==> config.mk <==
export PLATFORM = sky130hd
export DESIGN_NAME = conv_enc_param_flat
export DESIGN_NICKNAME = d
export VERILOG_FILES = /design/src/rtl/conv_enc_param_if.sv /design/src/rtl/conv_enc_param.sv /design/src/flat_wrapper.sv
export SDC_FILE = /design/constraint.sdc
export NUM_CORES = 1
export LEC_CHECK = 0
export CORE_MARGIN = 2
export CORE_UTILIZATION = 43
export CTS_BUF_LIST = sky130_fd_sc_hd__clkbuf_16
export CTS_CLUSTER_DIAMETER = 40
export DETAILED_ROUTE_END_ITERATION = 10
export PLACE_DENSITY_LB_ADDON = 0.3
export REMOVE_ABC_BUFFERS = 1
export SYNTH_ARGS = -nofsm -noshare
export SYNTH_HDL_FRONTEND = slang
export SYNTH_SLANG_ARGS = --single-unit
==> constraint.sdc <==
create_clock -name clk -period 1.2 [get_ports clk]
set_input_delay 0.36 -clock clk [delete_from_list [all_inputs] [get_ports clk]]
set_output_delay 0.36 -clock clk [all_outputs]
set_load 0.01 [all_outputs]
==> src/rtl/conv_enc_param_if.sv <==
// Stream bundle for conv_enc_param: bit-serial input side and codeword output side.
// master = data source / codeword sink, slave = the encoder.
interface conv_enc_param_if #(
    parameter int N = 2
);
    logic         tail_en;
    logic         in_valid;
    logic         in_ready;
    logic         in_data;
    logic         in_last;
    logic         out_valid;
    logic         out_ready;
    logic [N-1:0] out_data;
    logic         out_last;

    modport master (
        output tail_en, in_valid, in_data, in_last, out_ready,
        input  in_ready, out_valid, out_data, out_last
    );

    modport slave (
        input  tail_en, in_valid, in_data, in_last, out_ready,
        output in_ready, out_valid, out_data, out_last
    );
endinterface

==> src/rtl/conv_enc_param.sv <==
// Rate-1/N convolutional encoder with constraint length K, valid/ready streaming,
// and optional zero-tail termination of each frame.
module conv_enc_param #(
    parameter int                 K     = 5,
    parameter int                 N     = 2,
    parameter logic [N*K-1:0]     POLYS = {5'b10111, 5'b11001}
) (
    input  logic               clk,
    input  logic               rst,
    conv_enc_param_if.slave    bus
);
    localparam int            TW        = $clog2(K);
    localparam logic [TW-1:0] TCNT_LAST = TW'(K - 2);

    typedef enum logic {
        RUN  = 1'b0,
        TAIL = 1'b1
    } state_t;

    state_t         r_state;
    state_t         w_state_nxt;
    logic [K-1:0]   r_sr;
    logic [K-1:0]   w_sr_nxt;
    logic [K-1:0]   w_nxt;
    logic [TW-1:0]  r_tcnt;
    logic [TW-1:0]  w_tcnt_nxt;
    logic           r_out_valid;
    logic           r_out_last;
    logic [N-1:0]   r_out_data;
    logic           w_out_free;
    logic           w_in_xfer;
    logic           w_tail_step;
    logic           w_step;
    logic           w_bit;
    logic           w_last_nxt;

    function automatic logic [N-1:0] encode(input logic [K-1:0] window);
        logic [N-1:0] cw;
        cw = {N{1'b0}};
        for (int i = 0; i < N; i++) begin
            cw[i] = ^(POLYS[i*K +: K] & window);
        end
        return cw;
    endfunction

    assign w_out_free  = !r_out_valid || bus.out_ready;
    assign bus.in_ready = !rst && (r_state == RUN) && w_out_free;
    assign w_in_xfer   = bus.in_valid && bus.in_ready;
    assign w_tail_step = (r_state == TAIL) && w_out_free;
    assign w_step      = w_in_xfer || w_tail_step;
    // Tail steps shift in zeros; only a real input transfer carries in_data.
    assign w_bit       = w_in_xfer && bus.in_data;
    assign w_nxt       = {w_bit, r_sr[K-1:1]};

    assign bus.out_valid = r_out_valid;
    assign bus.out_data  = r_out_data;
    assign bus.out_last  = r_out_last;

    // Next state, shift register and tail counter, plus out_last of the codeword being formed
    always_comb begin
        w_state_nxt = r_state;
        w_sr_nxt    = r_sr;
        w_tcnt_nxt  = r_tcnt;
        w_last_nxt  = 1'b0;
        case (r_state)
            RUN: begin
                if (w_in_xfer && bus.in_last && bus.tail_en) begin
                    w_state_nxt = TAIL;
                    w_sr_nxt    = w_nxt;
                    w_tcnt_nxt  = {TW{1'b0}};
                end else if (w_in_xfer && bus.in_last) begin
                    w_sr_nxt    = {K{1'b0}};
                    w_last_nxt  = 1'b1;
                end else if (w_in_xfer) begin
                    w_sr_nxt    = w_nxt;
                end else begin
                    w_sr_nxt    = r_sr;
                end
            end
            TAIL: begin
                // The final tail step would leave the last info bit in sr[0]; clear it for the next frame.
                if (w_tail_step && (r_tcnt == TCNT_LAST)) begin
                    w_state_nxt = RUN;
                    w_sr_nxt    = {K{1'b0}};
                    w_tcnt_nxt  = {TW{1'b0}};
                    w_last_nxt  = 1'b1;
                end else if (w_tail_step) begin
                    w_sr_nxt    = w_nxt;
                    w_tcnt_nxt  = r_tcnt + {{(TW-1){1'b0}}, 1'b1};
                end else begin
                    w_sr_nxt    = r_sr;
                end
            end
            default: begin
                w_state_nxt = RUN;
                w_sr_nxt    = {K{1'b0}};
                w_tcnt_nxt  = {TW{1'b0}};
            end
        endcase
    end

    // FSM state, shift register and tail counter registers
    always_ff @(posedge clk or posedge rst) begin
        if (rst) begin
            r_state <= RUN;
            r_sr    <= {K{1'b0}};
            r_tcnt  <= {TW{1'b0}};
        end else begin
            r_state <= w_state_nxt;
            r_sr    <= w_sr_nxt;
            r_tcnt  <= w_tcnt_nxt;
        end
    end

    // Output codeword stage: load on every step, drop valid only on a bare output transfer
    always_ff @(posedge clk or posedge rst) begin
        if (rst) begin
            r_out_valid <= 1'b0;
            r_out_data  <= {N{1'b0}};
            r_out_last  <= 1'b0;
        end else if (w_step) begin
            r_out_valid <= 1'b1;
            r_out_data  <= encode(w_nxt);
            r_out_last  <= w_last_nxt;
        end else if (bus.out_ready) begin
            r_out_valid <= 1'b0;
        end
    end
endmodule
==> src/flat_wrapper.sv <==
// flat-port wrapper written by rule: the top's interface ports become plain ports
module conv_enc_param_flat 
#(
    parameter int                 K     = 5,
    parameter int                 N     = 2,
    parameter logic [N*K-1:0]     POLYS = {5'b10111, 5'b11001}
)
  (clk, rst, bus_tail_en, bus_in_valid, bus_in_data, bus_in_last, bus_out_ready, bus_in_ready, bus_out_valid, bus_out_data, bus_out_last);
  conv_enc_param_if #(.N(N)) bus_i ();
  input  logic clk;
  input  logic rst;
  input wire logic [$bits(bus_i.tail_en)-1:0] bus_tail_en;
  input wire logic [$bits(bus_i.in_valid)-1:0] bus_in_valid;
  input wire logic [$bits(bus_i.in_data)-1:0] bus_in_data;
  input wire logic [$bits(bus_i.in_last)-1:0] bus_in_last;
  input wire logic [$bits(bus_i.out_ready)-1:0] bus_out_ready;
  output wire logic [$bits(bus_i.in_ready)-1:0] bus_in_ready;
  output wire logic [$bits(bus_i.out_valid)-1:0] bus_out_valid;
  output wire logic [$bits(bus_i.out_data)-1:0] bus_out_data;
  output wire logic [$bits(bus_i.out_last)-1:0] bus_out_last;
  assign bus_i.tail_en = bus_tail_en;
  assign bus_i.in_valid = bus_in_valid;
  assign bus_i.in_data = bus_in_data;
  assign bus_i.in_last = bus_in_last;
  assign bus_i.out_ready = bus_out_ready;
  assign bus_in_ready = bus_i.in_ready;
  assign bus_out_valid = bus_i.out_valid;
  assign bus_out_data = bus_i.out_data;
  assign bus_out_last = bus_i.out_last;
  conv_enc_param #(.K(K), .N(N), .POLYS(POLYS)) u_core (.clk(clk), .rst(rst), .bus(bus_i));
endmodule
==> reports/qor.yml, run 1 <==
power.share.clock_pct: 26.8
design.die.area_um2: 1690
ff_latch_area_um2: 300
num_vias: 545
cts_tree: "done"
totalWireLength_um: 1470
setup_viol: 7
multi_input_area_um2: 322
fin_util_pct: 71.3
synth_area_um2: 593
htree_num_levels: 1
grt.total_usage_pct: 22.9
crit_path_end_kind: "primary output"
crit_required_ns: 0.84
critPathTopFamily: "flip-flops"
power_frac_seq_pct: 30.4
regToRegEndpoint: "u_core.r_sr[3]$_DFFE_PP0P_"
layout-drive-gt1-share_pct: 34.8
syn_area_per_cell_um2: 9.41
outcome: "complete, but fails checks"
violations: "setup timing"
arrival_ns: 0.96
pin_count: 12
diodes: 0
setup-tns-final_ns: -0.207
yosysWarnings: 0
die_height_um: 41.1
cts_sinks: 12
combinationalPowerShare_pct: 42.8
grt_pass1_wl_um: 2350
clk_latency_ns: 0.24
hold_viol_final: 0
fillers: 93
p_leak_nw: 0.455
worstReg2RegStart: "u_core.bus.out_valid$_DFFE_PP0P_"
irDropWorstVdd_uv: 1300
final_critical_path_setup_slack_ns: -0.122
ff2ff_path_depth: 6
clk_pin_slew_ns: 0.05
fin_cells: 104
cts_inserted_buffers: 3
critical_path.slowest_cell: "dfrtp_1"
crit_path_max_fanout: 2
routedWlPerCell_um: 14.1
ys_seq_elements: 12
antenna_found_initial: 0
synthTopCellsByCount: "nand2_1 (13), dfrtp_1 (12), nand3_1 (9)"
finalMaxSlewViolations: 0
max_cap_viol_count: 0
ys.flop_type: "dfrtp_1"
initial_core_util_pct: 45.6
cts_root_buf: "clkbuf_16"
grt_pass1_vias: 512
start_kind: "register"
ys_types: 20
crit_chain: "nor2_2, and2_4, buf_6"
viasPerCell: 5.24
syn_inst: 63
rsz0062_at_grt: "true"
crit_type: "reg -> out"
fmax_mhz: 756
yosysMostFrequentCell: "nand2_1"
grt_remaining_overflow: 0
core_um2: 1300
powerDensity_nw_per_um2: 2480
ys_top_cells_by_area: "dfrtp_1 (51%), nand2_1 (8.2%), nand3_1 (7.6%)"
fp-row-count: 13
routabilityCongestion: 0.849
area_growth_pct: 56.3
pre_cts_ws_ns: -0.760
yosysTopAreaCellShare_pct: 50.6
path_buf_inv: 1
nets: 98
place_inst: 99
hp-class: "in -> async"
drtPass1Iterations: 4
yosysSeqAreaShare_pct: 50.6
port_buffers: 11
die_w_um: 41.1
min_period_over_period_pct: 110
finClkSkew_ns: 0.00439
synth_edf_count: 0
synthArstFlopShare_pct: 100
intPower_mw: 1.50
drc_errors: 0
reg2reg_slack_ns: -0.03
clockBufferDepth: 2
power_switching_mw: 0.796
yosys.area.top_type: "dfrtp_1"
worst_pin_slew_ns: 0.230
slowest_delay_ns: 0.38
drt_iter0_markers: 5
ant_nets: 0
grt_max_degree: 13
slew_headroom_pct: 84.6
switching_share_pct: 34.6
hold-worst-slack_ns: 0.344
min_period_ns: 1.32
## state kept, by name, summed over array words and instances, names as in the netlist
signal,flops
u_core.r_tcnt,3
u_core.bus.out_last,1
u_core.r_sr,4
u_core.bus.out_data,2
u_core.r_state,1
u_core.bus.out_valid,1
## worst min-delay path, delay by kind of cell
family,cells,cell delay (ns)
buf+inv,4,0.56
## area by class of cell
cell class | instances | area share [%]
multi-input combinational | 48 | 34.7
sequential | 12 | 32.4
timing repair buffer | 24 | 22.0
clock buffer | 3 | 8.10
tap | 15 | 2.02
clock inverter | 1 | 0.405
inverter | 1 | 0.405
## worst max-delay path by stage
stage,slack (ns),cells past startpoint,end,start
2_1_floorplan,-0.03,4,u_core.r_sr[1]$_DFFE_PP0P_,u_core.bus.out_valid$_DFFE_PP0P_
3_3_place_gp,-0.71,4,bus_in_ready,bus_out_ready
3_5_place_dp,-0.76,4,bus_in_ready,bus_out_ready
4_1_cts,-0.13,3,bus_in_ready,u_core.bus.out_valid$_DFFE_PP0P_
5_1_grt,-0.17,3,bus_in_ready,u_core.r_state$_DFF_PP0_
6_report,-0.12,3,bus_in_ready,u_core.r_state$_DFF_PP0_
## cells in the final DEF, fill, tap and decap left out, types with 2 or more instances in the layout
cell type / n
nand2_1: 12
o21ai_1: 7
dfrtp_1: 12
xnor2_1: 3
clkbuf_2: 2
nand3_1: 8
clkbuf_16: 3
buf_2: 2
nor2b_1: 4
buf_4: 12
clkdlybuf4s15_1: 2
## cell families (layout without fill, tap and decap cells)
kind of cell / Yosys count / after routing / share of synthesized area (%)
flops: 12 / 12 / 50.6
buf+inv: 3 / 29 / 2.74
simple gates: 33 / 33 / 28.9
compound gates: 9 / 9 / 8.23
fa+ha+maj: 1 / 1 / 2.11
xor+xnor: 5 / 5 / 7.38
## per-layer routing
layer	up-vias	wire, µm	part of all wire [%]	track usage (%)
met3	4	65	4.4	4.89
met5	-	0	0	0
li1	268	-	-	-
met1	257	634	43	29.1
met2	16	752	51	35.9
met4	0	17	1.2	12.1
## per-stage QoR
stage / cell area [µm²] / power, mW
2_1_floorplan: 581 / 1.21
3_3_place_gp: 812 / 1.59
3_5_place_dp: 812 / 1.63
4_1_cts: 922 / 2.29
5_1_grt: 927 / 2.46
6_report: 927 / 2.30
## timing repair
action	4_1_cts	5_1_grt
setup endpoints to repair	17	15
hold buffers	0	0
buffers inserted	1	0
resized for setup	28	8
endpoints found under the hold margin	0	0
pin swaps	8	1
## power by group through the flow
stage | Sequential (mW) | Combinational [mW] | Clock (mW)
final | 0.699 | 0.985 | 0.617
after global placement | 0.685 | 0.901 | 0
after floorplan | 0.717 | 0.489 | 0
after global routing | 0.720 | 1.10 | 0.642
after detailed placement | 0.695 | 0.938 | 0
after CTS | 0.701 | 0.967 | 0.618
Note: power is estimated with default switching activity, not from simulation.
==> run 2, diff against run 1 <==
--- a/config.mk
+++ b/config.mk
@@ -10,6 +10,7 @@
 export CTS_BUF_LIST = sky130_fd_sc_hd__clkbuf_16
 export CTS_CLUSTER_DIAMETER = 40
 export DETAILED_ROUTE_END_ITERATION = 10
+export HOLD_SLACK_MARGIN = 0.02
 export PLACE_DENSITY_LB_ADDON = 0.3
 export REMOVE_ABC_BUFFERS = 1
 export SYNTH_ARGS = -nofsm -noshare
==> constraint.sdc (replaced) <==
create_clock -name clk -period 1.5 [get_ports clk]
set_input_delay 0.45 -clock clk [delete_from_list [all_inputs] [get_ports clk]]
set_output_delay 0.45 -clock clk [all_outputs]
set_load 0.01 [all_outputs]
==> run 2 against run 1 <==
Against the previous run: the run now ends clean; non-clock buffer count unchanged; global-route usage unchanged; clock-buffer cell count stayed put; cell count is the same; highest routed layer unchanged; sequential power is 19% lower; register-to-register slack better by 0.22 ns.
==> reports/qor.yml, run 2 (synthesis gave the netlist of run 1 again) <==
outcome: "finished clean"
switching_share_pct: 33.8
finClkSkew_ns: 0.000959
setup_viol: 0
design_area_um2: 901
min_period_ns: 1.46
final_common_cell: "nand2_1"
crit_type: "in -> out"
setup-tns-final_ns: 0
arrival_ns: 1.01
diodes: 0
clockBufferDepth: 2
cts_tree: "done"
placed_area_um2: 812
crit_path_max_fanout: 2
place_inst: 99
p_leak_nw: 0.450
crit_path_end_kind: "primary output"
hold-worst-slack_ns: 0.341
clk_pin_slew_ns: 0.04
die_height_um: 41.1
die_w_um: 41.1
power.share.clock_pct: 27.0
regMostFlops: "u_core.r_sr"
design.die.area_um2: 1690
nets: 98
start_kind: "input port"
area_growth_pct: 51.9
largest_register_ffs: 4
irDropWorstVdd_uv: 1100
port_buffers: 11
min_period_over_period_pct: 97.5
power_frac_seq_pct: 31.2
cts_sinks: 12
slowest_delay_ns: 0.16
intPower_mw: 1.20
pin_count: 12
initial_core_util_pct: 45.6
grt_pass1_wl_um: 2330
cts_inserted_buffers: 3
reg2reg_slack_ns: 0.19
crit_chain: "clkdlybuf4s15_1, nand2b_4, and2_4, buf_6"
critical_path.slowest_cell: "clkdlybuf4s15_1"
antenna_found_initial: 0
grt_max_degree: 13
drt_iter0_markers: 7
core_um2: 1300
crit_required_ns: 1.05
worst_pin_slew_ns: 0.286
routabilityCongestion: 0.849
drc_errors: 0
dp_hpwl_um: 970
fmax_mhz: 684
finalMaxSlewViolations: 0
drtPass1Iterations: 4
fp-row-count: 13
ant_nets: 0
routedWlPerCell_um: 14.1
final_cell_mix: "nand2_1 (13), buf_4 (12), dfrtp_1 (12)"
totalWireLength_um: 1470
grt.total_usage_pct: 22.9
htree_num_levels: 1
hold_viol_final: 0
cts_root_buf: "clkbuf_16"
rsz0062_at_grt: "false"
slew_headroom_pct: 80.8
power_mw: 1.81
fin_cells: 104
hp-class: "in -> async"
grt_remaining_overflow: 0
powerDensity_nw_per_um2: 2000
power_switching_mw: 0.610
num_vias: 541
combinationalPowerShare_pct: 41.8
clk_latency_ns: 0.24
max_cap_viol_count: 0
grt_pass1_vias: 503
layout-drive-gt1-share_pct: 27.0
viasPerCell: 5.20
## run 2: final cells by class
type | count | area [µm²]
clock buffers | 3 | 75.1
clock inverters | 1 | 3.75
fillers | 106 | 400
inverters | 1 | 3.75
multi-input cells | 48 | 289
flip-flops and latches | 12 | 300
well taps | 15 | 18.8
repair buffers | 24 | 210
## run 2: path summary, 6_finish.rpt
check | start | endpoint | depth (start not counted)
max reg2reg | u_core.r_state$_DFF_PP0_ | u_core.bus.out_data[1]$_DFFE_PP0P_ | 6
min reg2reg | u_core.bus.out_last$_DFFE_PP0P_ | u_core.bus.out_last$_DFFE_PP0P_ | 2
max in group asynchronous | rst | u_core.r_tcnt[2]$_DFFE_PP0P_ | 4
min | rst | u_core.r_sr[4]$_DFFE_PP0P_ | 4
max | bus_out_ready | bus_in_ready | 4
min in group clk | u_core.bus.out_last$_DFFE_PP0P_ | u_core.bus.out_last$_DFFE_PP0P_ | 2
## run 2: power groups by stage
stage                     combinational, mW  clock (mW)  sequential, mW
after floorplan                       0.391           0           0.574
after global placement                0.721           0           0.548
after detailed placement              0.750           0           0.556
after CTS                             0.756       0.495           0.561
after global routing                  0.847       0.511           0.578
final                                 0.754       0.488           0.564
## run 2: timing repair
action | CTS | global route
buffers inserted | 0 | 1
setup endpoints to repair | 14 | 1
hold buffers | 0 | 0
resized for setup | 15 | 3
pin swaps | 1 | 2
cloned | 0 | 0
## run 2: metrics by stage
step / utilization [%] / setup slack, ns
after CTS: 68.8 / -0.0406
after detailed placement: 62.4 / -0.639
final: 69.2 / 0.0377
after global routing: 69.2 / 0.00579
after global placement: 62.4 / -0.589
after floorplan: - / 0.128
## run 2: routing by layer
layer	up-vias	GRT usage (%)	wire, µm	part of all wire [%]
met1	259	25.7	589	40
met4	0	12.1	11	0.75
met5	-	0	0	0
met3	2	4.89	60	4.1
li1	265	-	-	-
met2	15	39.8	809	55
## run 2: worst max-delay path, delay by kind of cell
| kind | cells | cell delay [ns] |
|---|---|---|
| buffers and inverters | 2 | 0.27 |
| AND/OR/NAND/NOR | 2 | 0.28 |
==> run 3, diff against run 2 <==
--- a/config.mk
+++ b/config.mk
@@ -5,12 +5,14 @@
 export SDC_FILE = /design/constraint.sdc
 export NUM_CORES = 1
 export LEC_CHECK = 0
+export CAP_MARGIN = 20
 export CORE_MARGIN = 2
 export CORE_UTILIZATION = 43
 export CTS_BUF_LIST = sky130_fd_sc_hd__clkbuf_16
 export CTS_CLUSTER_DIAMETER = 40
 export DETAILED_ROUTE_END_ITERATION = 10
 export HOLD_SLACK_MARGIN = 0.02
+export MAX_ROUTING_LAYER = met4
 export PLACE_DENSITY_LB_ADDON = 0.3
 export REMOVE_ABC_BUFFERS = 1
 export SYNTH_ARGS = -nofsm -noshare
==> run 3 against run 2 <==
Against the previous run: flip-flop and latch count unchanged; utilization unchanged; final area unchanged; setup slack unchanged; fmax unchanged; first-iteration DRC count down 14%; largest cell class unchanged.
==> reports/qor.yml, run 3 (synthesis gave the netlist of run 1 again) <==
critical_path.slowest_cell: "clkdlybuf4s15_1"
ff2ff_path_depth: 6
setup_viol: 0
area_growth_pct: 51.9
final_common_cell: "nand2_1"
grt.total_usage_pct: 23.5
hold_viol_final: 0
design.die.area_um2: 1690
drc_errors: 0
cts_root_buf: "clkbuf_16"
clk_pin_slew_ns: 0.04
max_cap_viol_count: 0
hp-class: "in -> async"
final_critical_path_setup_slack_ns: 0.0377
pin_count: 12
finClkSkew_ns: 0.000903
die_height_um: 41.1
slew_headroom_pct: 80.6
port_buffers: 11
cts_hold_buf: 0
slowest_delay_ns: 0.16
min_period_over_period_pct: 97.5
layout-drive-gt1-share_pct: 27.0
totalWireLength_um: 1470
setup-tns-final_ns: 0
regMostFlops: "u_core.r_sr"
nets: 98
drtPass1Iterations: 4
num_vias: 542
switching_share_pct: 33.7
clockBufferDepth: 2
crit_path_end: "bus_in_ready"
crit_path_end_kind: "primary output"
worst_pin_slew_ns: 0.290
pre_cts_ws_ns: -0.639
htree_num_levels: 1
grt_pass1_vias: 503
combinationalPowerShare_pct: 41.8
min_period_ns: 1.46
grt_max_degree: 13
intPower_mw: 1.20
clk_latency_ns: 0.24
initial_core_util_pct: 45.6
cp.depth: 4
ant_nets: 0
cts_tree: "done"
cts_sinks: 12
outcome: "finished clean"
power_frac_seq_pct: 31.2
start_kind: "input port"
arrival_ns: 1.01
path_buf_inv: 2
final_cell_mix: "nand2_1 (13), buf_4 (12), dfrtp_1 (12)"
design_area_um2: 901
powerDensity_nw_per_um2: 2000
placed_area_um2: 812
fp-row-count: 13
antenna_found_initial: 0
grt_pass1_wl_um: 2320
drt_iter0_markers: 6
routedWlPerCell_um: 14.1
crit_chain: "clkdlybuf4s15_1, nand2b_4, and2_4, buf_6"
power.share.clock_pct: 27.1
largest_register_ffs: 4
cts_inserted_buffers: 3
core_um2: 1300
p_leak_nw: 0.450
fmax_mhz: 684
rsz0062_at_grt: "false"
worstReg2RegStart: "u_core.r_state$_DFF_PP0_"
critPathTopFamily: "simple AND/OR/NAND/NOR gates"
regToRegEndpoint: "u_core.bus.out_data[1]$_DFFE_PP0P_"
grt_remaining_overflow: 0
viasPerCell: 5.21
routabilityCongestion: 0.863
crit_type: "in -> out"
diodes: 0
finalMaxSlewViolations: 0
crit_path_max_fanout: 2
power_switching_mw: 0.607
crit_path_start: "bus_out_ready"
reg2reg_slack_ns: 0.19
dp_hpwl_um: 970
power_mw: 1.80
die_w_um: 41.1
irDropWorstVdd_uv: 1090
crit_required_ns: 1.05
==> run 3: cell counts in the layout (fill, tap and decap cells not counted) <==
Identical to the previous run, type by type.
==> run 3: per-stage QoR <==
stage	hold slack (ns)	instances	utilization (%)
after floorplan	0.315	61	-
after global placement	0.465	99	62.4
after detailed placement	0.484	99	62.4
after CTS	0.501	103	68.8
after global routing	0.368	104	69.2
final	0.342	104	69.2
==> run 3: what timing repair did <==
| item | CTS | global route |
|---|---|---|
| setup buffers | 0 | 1 |
| resized for setup | 15 | 3 |
| gates cloned | 0 | 0 |
| endpoints found under the setup margin | 14 | 1 |
| pin swaps | 1 | 2 |
==> run 3: tightest hold or removal path: stages <==
cell and delay [ns]:
clkbuf_2 0.10, buf_4 0.14, inv_1 0.07, buf_4 0.15
==> run 3: worst min-delay path by stage <==
stage	start	to	slack, ns	depth (start not counted)
4_1_cts	rst	u_core.r_sr[2]$_DFFE_PP0P_	0.50	4
5_1_grt	rst	u_core.bus.out_data[0]$_DFFE_PP0P_	0.37	4
3_3_place_gp	u_core.bus.out_data[1]$_DFFE_PP0P_	u_core.bus.out_data[1]$_DFFE_PP0P_	0.47	2
3_5_place_dp	u_core.r_tcnt[0]$_DFFE_PP0P_	u_core.r_tcnt[0]$_DFFE_PP0P_	0.48	1
6_report	rst	u_core.r_sr[4]$_DFFE_PP0P_	0.34	4
2_1_floorplan	rst	u_core.bus.out_data[0]$_DFFE_PP0P_	0.31	1
==> run 3: power groups by stage <==
stage / clock, mW / combinational, mW / sequential (mW)
after global placement: 0 / 0.721 / 0.548
after detailed placement: 0 / 0.750 / 0.556
after global routing: 0.511 / 0.847 / 0.578
after floorplan: 0 / 0.391 / 0.574
after CTS: 0.495 / 0.756 / 0.561
final: 0.488 / 0.753 / 0.562
==> run 3: layout make-up <==
type | count | area [µm²]
tap | 15 | 18.8
clock buffer | 3 | 75.1
fill | 106 | 400
clock inverter | 1 | 3.75
sequential | 12 | 300
multi-input combinational | 48 | 289
inverter | 1 | 3.75
timing repair buffer | 24 | 210
==> run 3: per-layer routing <==
layer | share of wire [%] | global-route usage, %
met4 | 1.0 | 12.1
met5 | 0 | -
met3 | 3.9 | 4.89
met1 | 39 | 25.7
met2 | 56 | 39.8
